## src/rtl/enc_pkg.sv

```systemverilog
// Shared types and constants for the 8-way request encoder.
// Used by req_encoder8 and prio_pick8.
package enc_pkg;

  localparam int N_REQ = 8;
  localparam int IDX_W = 3;
  localparam logic [7:0] MERGE_MAX = 8'hFF;

  typedef enum logic {
    IDLE    = 1'b0,
    PRESENT = 1'b1
  } state_e;

  function automatic logic [N_REQ-1:0] onehot8(input logic [IDX_W-1:0] idx);
    onehot8 = 8'h01 << idx;
  endfunction

endpackage

```

## src/rtl/req_encoder8_prio_pick8.sv

```systemverilog
// Combinational 8-way selector: fixed priority (highest index wins), or
// round-robin from start_i when REQ_ENCODER8_RR_ARB_EN is defined.
module prio_pick8
  import enc_pkg::*;
(
  input  logic [N_REQ-1:0] vec_i,
`ifdef REQ_ENCODER8_RR_ARB_EN
  input  logic [IDX_W-1:0] start_i,
`endif
  output logic [IDX_W-1:0] idx_o,
  output logic             found_o
);

  // select one set bit of vec_i
  always_comb begin
    idx_o   = 3'd0;
    found_o = |vec_i;
`ifdef REQ_ENCODER8_RR_ARB_EN
    // walk backwards so the bit closest to start_i is the last one written
    for (int k = N_REQ - 1; k >= 0; k--) begin
      idx_o = vec_i[start_i + 3'(k)] ? (start_i + 3'(k)) : idx_o;
    end
`else
    for (int i = 0; i < N_REQ; i++) begin
      idx_o = vec_i[i] ? 3'(i) : idx_o;
    end
`endif
  end

endmodule

```

## src/rtl/req_encoder8.sv

```systemverilog
// Request capture, merge counting and valid/ready grant presentation for
// 8 request lines. Define REQ_ENCODER8_RR_ARB_EN for round-robin arbitration.
module req_encoder8
  import enc_pkg::*;
(
  input  logic             clk,
  input  logic             reset,
  input  logic             enabler,
  input  logic [N_REQ-1:0] req,
  input  logic             out_ready,
  output logic             out_valid,
  output logic [IDX_W-1:0] out_idx,
  output logic [N_REQ-1:0] pending,
  output logic [7:0]       merge_cnt
);

  state_e             state_q, state_d;
  logic [IDX_W-1:0]   out_idx_q, out_idx_d;
  logic [N_REQ-1:0]   pending_q, pending_d;
  logic [7:0]         merge_cnt_q, merge_cnt_d;

  logic               hs_s;
  logic [N_REQ-1:0]   clr_s;
  logic [N_REQ-1:0]   cap_s;
  logic [N_REQ-1:0]   rem_s;
  logic [IDX_W-1:0]   pend_idx_s, rem_idx_s;
  logic               pend_found_s, rem_found_s;

`ifdef REQ_ENCODER8_RR_ARB_EN
  logic [IDX_W-1:0]   last_q, last_d;
  logic [IDX_W-1:0]   pend_start_s, rem_start_s;

  // the rem search starts after the index being handed over right now
  assign pend_start_s = last_q + 3'd1;
  assign rem_start_s  = out_idx_q + 3'd1;
`endif

  prio_pick8 u_pick_pend (
    .vec_i   (pending_q),
`ifdef REQ_ENCODER8_RR_ARB_EN
    .start_i (pend_start_s),
`endif
    .idx_o   (pend_idx_s),
    .found_o (pend_found_s)
  );

  prio_pick8 u_pick_rem (
    .vec_i   (rem_s),
`ifdef REQ_ENCODER8_RR_ARB_EN
    .start_i (rem_start_s),
`endif
    .idx_o   (rem_idx_s),
    .found_o (rem_found_s)
  );

  // capture, merge detection and grant sequencing
  always_comb begin
    hs_s      = (state_q == PRESENT) && out_ready;
    clr_s     = hs_s ? onehot8(out_idx_q) : 8'h00;
    cap_s     = enabler ? req : 8'h00;
    pending_d = (pending_q & ~clr_s) | cap_s;
    rem_s     = pending_q & ~onehot8(out_idx_q);
    state_d   = state_q;
    out_idx_d = out_idx_q;
`ifdef REQ_ENCODER8_RR_ARB_EN
    last_d    = hs_s ? out_idx_q : last_q;
`endif

    if (enabler && ((req & pending_q & ~clr_s) != 8'h00) && (merge_cnt_q != MERGE_MAX)) begin
      merge_cnt_d = merge_cnt_q + 8'd1;
    end else begin
      merge_cnt_d = merge_cnt_q;
    end

    case (state_q)
      IDLE: begin
        if (pend_found_s) begin
          state_d   = PRESENT;
          out_idx_d = pend_idx_s;
        end else begin
          state_d   = IDLE;
        end
      end
      PRESENT: begin
        if (out_ready) begin
          if (rem_found_s) begin
            state_d   = PRESENT;
            out_idx_d = rem_idx_s;
          end else begin
            state_d   = IDLE;
          end
        end else begin
          state_d = PRESENT;
        end
      end
      default: begin
        state_d   = IDLE;
        out_idx_d = 3'd0;
      end
    endcase
  end

  // state registers; reset clears everything without waiting for clk
  always_ff @(posedge clk or posedge reset) begin
    if (reset) begin
      state_q     <= IDLE;
      out_idx_q   <= 3'd0;
      pending_q   <= 8'h00;
      merge_cnt_q <= 8'h00;
`ifdef REQ_ENCODER8_RR_ARB_EN
      last_q      <= 3'd7;
`endif
    end else begin
      state_q     <= state_d;
      out_idx_q   <= out_idx_d;
      pending_q   <= pending_d;
      merge_cnt_q <= merge_cnt_d;
`ifdef REQ_ENCODER8_RR_ARB_EN
      last_q      <= last_d;
`endif
    end
  end

  assign out_valid = (state_q == PRESENT);
  assign out_idx   = out_idx_q;
  assign pending   = pending_q;
  assign merge_cnt = merge_cnt_q;

endmodule

```

## config.mk

```make
export PLATFORM = sky130hd
export DESIGN_NAME = req_encoder8
export DESIGN_NICKNAME = d
export VERILOG_FILES = /design/src/rtl/enc_pkg.sv /design/src/rtl/req_encoder8_prio_pick8.sv /design/src/rtl/req_encoder8.sv
export SDC_FILE = /design/constraint.sdc
export NUM_CORES = 1
export LEC_CHECK = 0
export BUFFER_PORTS_ARGS = -buffer_cell sky130_fd_sc_hd__buf_2
export CORE_MARGIN = 2
export CORE_UTILIZATION = 50
export CTS_BUF_LIST = sky130_fd_sc_hd__clkbuf_4 sky130_fd_sc_hd__clkbuf_8
export DETAILED_ROUTE_END_ITERATION = 12
export PLACE_DENSITY = 0.78
export RECOVER_POWER = 50
export SETUP_SLACK_MARGIN = 0.02
export SLEW_MARGIN = 20
export SYNTH_ARGS = -nofsm -noshare
export SYNTH_HDL_FRONTEND = slang
export SYNTH_SLANG_ARGS = --single-unit
```

## constraint.sdc

```tcl
create_clock -name clk -period 1.58 [get_ports clk]
set_input_delay 0.237 -clock clk [delete_from_list [all_inputs] [get_ports clk]]
set_output_delay 0.237 -clock clk [all_outputs]
set_load 0.05 [all_outputs]
```

==> results.toml <==
[grt]
grt_pass1_wl_mm = 6.47
track_usage = 0.264
grt_pass1_vias = 1380
grt_overflow = 0
antenna_found_initial = 0
grt_max_degree = 21

[routing]
routed-wl-met3_um = 189
drt_iter0_drc = 57
drc = 0
wl_per_cell_um = 16.2
met1_length_mm = 1.49
viasPerCell = 5.78
dr_wl_met2_mm = 2.10
topRoutingLayerUsed = "met4"
wl_mm = 3.88
dr.pass1.iters = 4
vias = 1387
ant_nets = 0

[yosys]
synth_cells = 139
synth-seq-cells = 20
synth_top_area_cell = "dfrtp_1"
synth-edff-count = 0
synth_area_mm2 = 0.00132
avgSynthCellArea_um2 = 9.49
synth_commonest_cells = "dfrtp_1, nand2_1, nor2_1"
synth-seq-area-share = 0.380
async_flop_share = 1.00
syn_nets = 152
synthFlopType = "dfrtp_1"
yosys.area.top_type_share = 0.380
ys_warn_count = 0
ys_types = 51
yosysMostFrequentCell = "dfrtp_1"
synth_area_leaders = "dfrtp_1, a22o_1, nand2_1"

[floorplan]
die_x_um = 55.4
fp.dieH_um = 55.4
fp.dieArea_mm2 = 0.00306
initial_utilization = 0.532
num_rows = 18
core_mm2 = 0.00248
io_pins = 32

[final_layout]
fin_util = 0.787
drive_gt1_frac = 0.543
antennaDiodeCount = 0
area_growth_pct = 47.8
final_nets = 224

[clock_tree]
clk_pin_slew_ns = 0.12
htreeDepth = 1
clockRootBuffer = "clkbuf_4"
cts_tree = "yes"
clock_path_buffers = 2
cts_num_sinks = 20
worstSkewPairLatency_ns = 0.32
cts_made_buffers = 3

[power_and_ir_drop]
p_clk_frac = 0.115
power.total_mw = 2.71
power.net_switching_mw = 1.30
power_density_mw_per_mm2 = 1390
p_int_mw = 1.40
p_comb_frac = 0.585
seqPwrFrac = 0.300
power_leakage_nw = 0.881
swShare = 0.481
ir_drop_mv = 1.36

[place]
place_hpwl_mm = 2.76
port_buffers = 31
gp_congestion = 0.881

[worst_hold_path]
holdCritStartpoint = "req[5]"
hold_path_end = "pending[5]"
holdPathStages = 2
hp-class = "in2reg"

[setup_path]
worst-setup-path-type = "reg2reg"
critPathRequiredTime_ns = 1.80
r2r_cells = 5
path_max_fanout = 8
crit_path_start_kind = "flip-flop"
critPathCaptureType = "flip-flop"
arrival_ns = 1.97
r2r_slack_ns = -0.17
r2r-start = "out_idx[2]"
max_stage_delay_ns = 0.47
r2r_end = "merge_cnt[1]"
path_cells = "and2b_4 > nand2_4 > a32oi_4 > a41oi_4 > mux2_4"
crit_slowest_cell = "dfrtp_2"

[sta]
skew_ns = 0.00661
finalWorstSetupSlack_ns = -0.167
rsz0062_at_grt = "true"
slew_viol_final = 0
tightest_slew_ns = 0.500
hold_viol_final = 0
fin_crit_sh = 1.11
slew_headroom = 0.667
fin_tns_setup_ns = -1.26
final-setup-viol-count = 12
fin_crit_ns = 1.75
clock.fmax_mhz = 573

[job]
drv_cap = 0

[run_status]
violations = "negative setup slack"
status = "finished with violations"
[critical path: cells and delay by family, from the launching register on]
kind               cells  cell delay [ns]
DFF                    1             0.47
AOI/OAI and AO/OA      2             0.45
and+or+nand+nor        2             0.39
muxes                  1             0.34
[how the worst max path moves through the flow]
stage | to | startpoint | depth (start not counted) | slack (ns)
after floorplan | merge_cnt[6] | out_valid | 7 | -0.26
after global placement | out_idx[1] | out_idx[1] | 7 | -0.18
after detailed placement | merge_cnt[1] | out_idx[0] | 5 | -0.20
after CTS | merge_cnt[1] | out_idx[0] | 5 | -0.16
after global routing | merge_cnt[5] | out_idx[2] | 6 | -0.24
final | merge_cnt[1] | out_idx[2] | 5 | -0.17
[kinds of logic (layout without fill, tap and decap cells)]
family	after synthesis	count (layout)	synth area share
and+or+nand+nor	59	59	0.252
AOI/OAI and AO/OA	40	40	0.246
adders and majority gates	1	1	0.00949
muxes	2	2	0.0190
DFF	20	20	0.380
xor gates and xnor gates	7	7	0.0465
buffers and inverters	10	81	0.0474
[sequential cells by signal (all words and copies together) (netlist names)]
| name | cells |
|---|---|
| pending | 8 |
| merge_cnt | 8 |
| out_valid | 1 |
| out_idx | 3 |
[timing repair]
| item | in CTS | in global routing |
|---|---|---|
| hold endpoints to repair | 20 | 0 |
| endpoints found under the setup margin | 12 | 12 |
| gates resized for setup | 20 | 8 |
| pin swaps | 20 | 10 |
| hold buffers | 1 | 0 |
| setup buffers | 10 | 1 |
[routing by layer]
| metal | up-vias | GRT usage |
|---|---|---|
| li1 | 654 | - |
| met1 | 671 | 0.306 |
| met2 | 51 | 0.498 |
| met3 | 11 | 0.0304 |
| met4 | 0 | 0.0836 |
| met5 | - | 0 |
[power by group through the flow]
stage / Clock [mW] / Combinational [mW] / Sequential [mW]
finish: 0.311 / 1.58 / 0.811
global route: 0.322 / 1.67 / 0.839
CTS: 0.309 / 1.55 / 0.807
detailed placement: 0 / 1.48 / 0.813
global placement: 0 / 1.44 / 0.795
floorplan: 0 / 0.495 / 1.29
[cell usage in the layout (no fill, tap or decap), types with 2 or more instances in the layout]
master / n
nand3_1: 5
xnor2_1: 6
clkbuf_4: 3
and3_4: 2
o31a_1: 2
o21ai_2: 3
nand3_2: 2
a21oi_2: 4
dfrtp_2: 7
o21ai_1: 2
nand4_1: 4
o32ai_2: 2
inv_1: 4
dfrtp_1: 13
buf_4: 37
nor2_1: 8
nor3_1: 2
nand2_1: 16
nor2b_1: 2
a21oi_1: 5
buf_2: 31
a22o_1: 7
buf_6: 3
a21o_1: 2
and3_1: 2
[per-stage QoR]
step	cells	setup WS [ns]	area, um2	hold WS, ns
after floorplan	139	-0.261	1340	0.200
final	240	-0.167	1950	0.158
after global placement	225	-0.175	1710	0.264
after detailed placement	225	-0.202	1710	0.276
after global routing	240	-0.236	1950	0.174
after CTS	239	-0.158	1900	0.161
[final cells by class]
type / count / area, um2
multi-input combinational: 109 / 870
fill: 175 / 528
sequential: 20 / 509
timing repair buffer: 73 / 482
tap: 30 / 37.5
clock buffer: 4 / 36.3
inverter: 4 / 15.0
Power figures use the tool's default switching activity.
